<file path="src/rtl/genius_control.sv">
// genius_control
// Moore state machine that sequences one memory-game session: setup, FPGA
// sequence display, user play, check, round advance and result screen.
//
// Ports
//   CLOCK_50  in   system clock, rising-edge active
//   R         in   synchronous active-high reset
//   enter     in   start/confirm button level (already synchronized)
//   end_FPGA  in   FPGA sequence display finished
//   end_User  in   user entered the full round sequence
//   end_time  in   play timer expired
//   win       in   final round reached
//   match     in   user sequence equals FPGA sequence
//   R1        out  game-level clear (setup, round)
//   R2        out  round-level clear (timer, user, FPGA counters/registers)
//   E1        out  setup load enable
//   E2        out  timer/user-input enable
//   E3        out  FPGA sequence enable
//   E4        out  round counter increment
//   SEL       out  display select: 0 = game screen, 1 = result screen
//   state     out  current state code (debug)
module genius_control (
  input  logic       CLOCK_50,
  input  logic       R,
  input  logic       enter,
  input  logic       end_FPGA,
  input  logic       end_User,
  input  logic       end_time,
  input  logic       win,
  input  logic       match,
  output logic       R1,
  output logic       R2,
  output logic       E1,
  output logic       E2,
  output logic       E3,
  output logic       E4,
  output logic       SEL,
  output logic [2:0] state
);

  typedef enum logic [2:0] {
    INIT       = 3'd0,
    SETUP      = 3'd1,
    SEQUENCE   = 3'd2,
    PLAY       = 3'd3,
    CHECK      = 3'd4,
    NEXT_ROUND = 3'd5,
    RESULT     = 3'd6
  } state_t;

  // Kept as a plain 3-bit vector so the unused code 7 is representable and
  // recovers through the default branch.
  logic [2:0] state_q;
  logic       enter_q;
  logic       enter_rise;

  // One pulse per press: a held button never retriggers.
  assign enter_rise = enter & ~enter_q;

  always_ff @(posedge CLOCK_50) begin
    if (R) begin
      state_q <= INIT;
      enter_q <= 1'b0;
    end else begin
      enter_q <= enter;
      case (state_q)
        INIT:       state_q <= SETUP;
        SETUP:      if (enter_rise) state_q <= SEQUENCE;
        SEQUENCE:   if (end_FPGA) state_q <= PLAY;
        PLAY: begin
          // Timer expiry wins over a simultaneous end of user entry.
          if (end_time)      state_q <= RESULT;
          else if (end_User) state_q <= CHECK;
        end
        CHECK: begin
          if (match && !win) state_q <= NEXT_ROUND;
          else               state_q <= RESULT;
        end
        NEXT_ROUND: state_q <= SEQUENCE;
        RESULT:     if (enter_rise) state_q <= INIT;
        default:    state_q <= INIT;
      endcase
    end
  end

  always_comb begin
    R1  = 1'b0;
    R2  = 1'b0;
    E1  = 1'b0;
    E2  = 1'b0;
    E3  = 1'b0;
    E4  = 1'b0;
    SEL = 1'b0;
    case (state_q)
      INIT: begin
        R1 = 1'b1;
        R2 = 1'b1;
      end
      SETUP:    E1 = 1'b1;
      SEQUENCE: E3 = 1'b1;
      PLAY:     E2 = 1'b1;
      NEXT_ROUND: begin
        E4 = 1'b1;
        R2 = 1'b1;
      end
      RESULT:   SEL = 1'b1;
      default: ;
    endcase
  end

  assign state = state_q;

endmodule

</file>
<file path="config.mk">
export PLATFORM = sky130hd
export DESIGN_NAME = genius_control
export DESIGN_NICKNAME = d
export VERILOG_FILES = /design/src/rtl/genius_control.sv
export SDC_FILE = /design/constraint.sdc
export NUM_CORES = 1
export LEC_CHECK = 0
export ABC_AREA = 1
export CELL_PAD_IN_SITES_DETAIL_PLACEMENT = 0
export CELL_PAD_IN_SITES_GLOBAL_PLACEMENT = 1
export CORE_MARGIN = 2
export CORE_UTILIZATION = 23
export CTS_BUF_LIST = sky130_fd_sc_hd__clkbuf_4 sky130_fd_sc_hd__clkbuf_8
export DETAILED_ROUTE_END_ITERATION = 7
export HOLD_SLACK_MARGIN = 0.05
export PLACE_DENSITY = 0.8
export SYNTH_ARGS = -nofsm -noshare
export SYNTH_HDL_FRONTEND = slang
export SYNTH_SLANG_ARGS = --single-unit
</file>
<file path="constraint.sdc">
create_clock -name CLOCK_50 -period 1 [get_ports CLOCK_50]
set_input_delay 0.15 -clock CLOCK_50 [delete_from_list [all_inputs] [get_ports CLOCK_50]]
set_output_delay 0.15 -clock CLOCK_50 [all_outputs]
set_load 0.01 [all_outputs]
</file>
==> run_summary.xml <==
<?xml version="1.0" encoding="UTF-8"?>
<metrics>
  <group name="outcome">
    <metric name="result_of_the_run" unit="">finished with violations</metric>
    <metric name="failed_checks" unit="">negative setup slack</metric>
  </group>
  <group name="sta">
    <metric name="finalWorstSetupSlack" unit="ps">-224</metric>
    <metric name="hold_viol" unit="">0</metric>
    <metric name="achievable-frequency" unit="MHz">817</metric>
    <metric name="max_slew.worst_pin.slew" unit="ps">157</metric>
    <metric name="worst_slew_margin_rel" unit="%">89.6</metric>
    <metric name="hold_ws" unit="ps">459</metric>
    <metric name="setup_viol_count_final" unit="">12</metric>
    <metric name="slew_viol_final" unit="">0</metric>
    <metric name="clock_skew" unit="ps">2.51</metric>
    <metric name="grt_setup_unrepaired" unit="">true</metric>
    <metric name="timing.final.crit_period" unit="ps">1220</metric>
    <metric name="finalCritPeriodShare" unit="%">122</metric>
  </group>
  <group name="yosys">
    <metric name="synthesis_stage_register_bit_count" unit="">4</metric>
    <metric name="yosysUniqueCellTypes" unit="">14</metric>
    <metric name="post_synthesis_instance_total" unit="">64</metric>
    <metric name="synthesis_warning_total" unit="">0</metric>
    <metric name="post_synth.cell_area_avg" unit="sq um">5.77</metric>
    <metric name="syn-num-nets" unit="">72</metric>
    <metric name="post_synthesis_cell_area" unit="sq um">369</metric>
    <metric name="synth_sequential_area_ratio" unit="%">21.7</metric>
  </group>
  <group name="critical_path">
    <metric name="worst_path_max_delay_cell" unit="">sky130_fd_sc_hd__dfxtp_4</metric>
    <metric name="largest_driver_fanout_on_the_critical_path" unit="">5</metric>
    <metric name="worst_path_most_repeated_cell" unit="">sky130_fd_sc_hd__buf_6</metric>
    <metric name="critPathKind" unit="">reg -&gt; reg</metric>
    <metric name="cp_data_required_time" unit="ps">1130</metric>
    <metric name="worstPathCellList" unit="">buf_6, buf_6, nor2_4, buf_6, nand2_2, nand2_2, nor2_4, nor2_2, nor2_1</metric>
    <metric name="worstSetupStartpointType" unit="">register</metric>
    <metric name="worstSetupEndpointType" unit="">register</metric>
    <metric name="timing.critical_path.slowest_cell_delay" unit="ps">360</metric>
    <metric name="cp.arrival" unit="ps">1350</metric>
  </group>
  <group name="power_and_ir_drop">
    <metric name="vdd.ir_drop.worst" unit="mV">1.32</metric>
    <metric name="power_leakage" unit="nW">0.397</metric>
    <metric name="power.density_cell_area" unit="nW/um^2">3080</metric>
  </group>
  <group name="finish">
    <metric name="insertedDiodeCount" unit="">0</metric>
    <metric name="finalNetCount" unit="">106</metric>
    <metric name="synthToLayoutAreaGrowth" unit="%">104</metric>
    <metric name="final_cell_mix" unit="">14 x sky130_fd_sc_hd__buf_6, 10 x sky130_fd_sc_hd__inv_1, 10 x sky130_fd_sc_hd__nor2_1</metric>
    <metric name="filler_cell_count" unit="">162</metric>
    <metric name="final_layout_size_suffix_gt1_share" unit="%">52.1</metric>
    <metric name="final_common_cell" unit="">sky130_fd_sc_hd__buf_6</metric>
  </group>
  <group name="grt">
    <metric name="global_route.usage.met1" unit="%">14.5</metric>
    <metric name="grt_start_max_net_pins" unit="">7</metric>
    <metric name="grt_util_met2" unit="%">19.4</metric>
    <metric name="grt_pass1_wl" unit="microns">1810</metric>
    <metric name="via_count_of_the_first_global_routing_pass" unit="">460</metric>
    <metric name="globalRouteOverflowTotal" unit="">0</metric>
    <metric name="initial_antenna_violation_count" unit="">0</metric>
    <metric name="groute.usage.overall" unit="%">12.8</metric>
    <metric name="use_met3" unit="%">4.08</metric>
    <metric name="grt-busiest-layer" unit="">met2</metric>
  </group>
  <group name="clocking">
    <metric name="cts_buffer_depth" unit="">2</metric>
    <metric name="clk_transition_reported_paths" unit="ps">40</metric>
    <metric name="cts_root_buffer" unit="">sky130_fd_sc_hd__clkbuf_4</metric>
    <metric name="clock-sinks" unit="">4</metric>
    <metric name="cts_htree_levels" unit="">1</metric>
    <metric name="clk-insertion-delay-late" unit="ps">230</metric>
    <metric name="cts_tree" unit="">yes</metric>
    <metric name="cts_buffers" unit="">3</metric>
    <metric name="hold_buffers" unit="">0</metric>
  </group>
  <group name="die">
    <metric name="die_height" unit="microns">44.1</metric>
    <metric name="row_count" unit="">14</metric>
    <metric name="die_area" unit="sq um">1940</metric>
    <metric name="core-area" unit="sq um">1510</metric>
    <metric name="die_width" unit="microns">44.1</metric>
    <metric name="floorplan.initialDensity" unit="%">24.5</metric>
    <metric name="ios" unit="">18</metric>
  </group>
  <group name="worst_hold_path">
    <metric name="timing.hold.worst.class" unit="">in -&gt; reg</metric>
  </group>
  <group name="placement">
    <metric name="port-buffer-count" unit="">17</metric>
    <metric name="detailedPlacementHpwl" unit="microns">742</metric>
    <metric name="pre_cts_slack" unit="ps">-391</metric>
    <metric name="gp_congestion" unit="">0.770</metric>
  </group>
  <group name="detailed_routing">
    <metric name="drt-initial-drc-count" unit="">5</metric>
    <metric name="detailedRoute.firstPassIterationCount" unit="">2</metric>
    <metric name="ant_nets" unit="">0</metric>
    <metric name="routed-via-count" unit="">465</metric>
    <metric name="drc" unit="">0</metric>
    <metric name="drt-total-wl" unit="microns">1070</metric>
    <metric name="drt-vias-per-instance" unit="">4.15</metric>
    <metric name="route.detailed.wl_per_inst" unit="microns">9.56</metric>
  </group>
  <group name="flow_run">
    <metric name="drv.max_cap_violation_count" unit="">0</metric>
  </group>
</metrics>
[worst paths after layout]
check	startpoint	to	slack, ps	depth (start not counted)
setup / recovery	state[0]	state[0]	-220	9
hold / removal	R	enter_q	460	2
setup reg to reg	state[0]	state[0]	-220	9
hold reg to reg	state[2]	state[2]	680	3
[synth_stat cells]
| cell | number | area, sq um |
|---|---|---|
| sky130_fd_sc_hd__nor2_1 | 13 | 48.8 |
| sky130_fd_sc_hd__inv_1 | 12 | 45.0 |
| sky130_fd_sc_hd__nand2_1 | 12 | 45.0 |
| sky130_fd_sc_hd__nand3_1 | 6 | 30.0 |
| sky130_fd_sc_hd__dfxtp_1 | 4 | 80.1 |
| sky130_fd_sc_hd__a21oi_1 | 3 | 15.0 |
| sky130_fd_sc_hd__buf_6 | 3 | 33.8 |
| sky130_fd_sc_hd__nor2_2 | 3 | 18.8 |
| sky130_fd_sc_hd__inv_2 | 2 | 7.51 |
| sky130_fd_sc_hd__o21ai_0 | 2 | 10.0 |
| sky130_fd_sc_hd__nand2_2 | 1 | 6.26 |
| sky130_fd_sc_hd__nand2_4 | 1 | 11.3 |
| sky130_fd_sc_hd__nor2_4 | 1 | 11.3 |
| sky130_fd_sc_hd__o22ai_1 | 1 | 6.26 |
[worst max-delay path, delay by kind of cell (launching register included)]
kind	cells	cell delay, ps
buf+inv	3	330
flops	1	360
simple gates	6	420
[area by class of cell]
cell class                 instances  area, sq um  area share [%]
clock buffer                       3         22.5            2.99
inverter                          14         57.6            7.64
multi-input combinational         43          264            35.0
sequential                         4         91.3            12.1
tap                               16         20.0            2.66
timing repair buffer              32          298            39.5
[cell families (layout without fill, tap and decap cells)]
kind of cell           count (synthesis)  in the layout  synth area share (%)
AND/OR/NAND/NOR                       37             37                  46.4
buffers and inverters                 17             49                  23.4
AO/OA/AOI/OAI                          6              6                  8.47
flip-flops                             4              4                  21.7
[where the power goes]
group          switching, mW  internal (mW)
clock network         0.0657          0.134
registers              0.147          0.254
logic                  0.804          0.917
[metrics by stage]
step	std cells	setup TNS (ps)	util (%)	power, mW	instance area, sq um
floorplan	64	-149	-	1.11	390
finish	112	-2010	50.0	2.32	753
global placement	104	-3680	41.3	1.73	622
CTS	110	-1690	46.7	2.12	703
detailed placement	104	-3700	41.3	1.73	622
global route	112	-2710	50.0	2.52	753
[repair_timing]
item,4_1_cts,5_1_grt
endpoints found under the setup margin,13,13
setup buffers,3,2
resized for setup,62,10
pin swaps,4,5
[sequential cells by signal, summed over array words and instances, names as in the netlist]
name and flops:
state 3, enter_q 1
[layer usage]
metal | vias to the layer above | share of wire [%] | wire, microns
met2 | 10 | 52 | 555
met1 | 193 | 42 | 455
met4 | 0 | 1.9 | 20
li1 | 260 | - | -
met3 | 2 | 3.7 | 40
met5 | - | 0 | 0
Power figures use the tool's default switching activity.
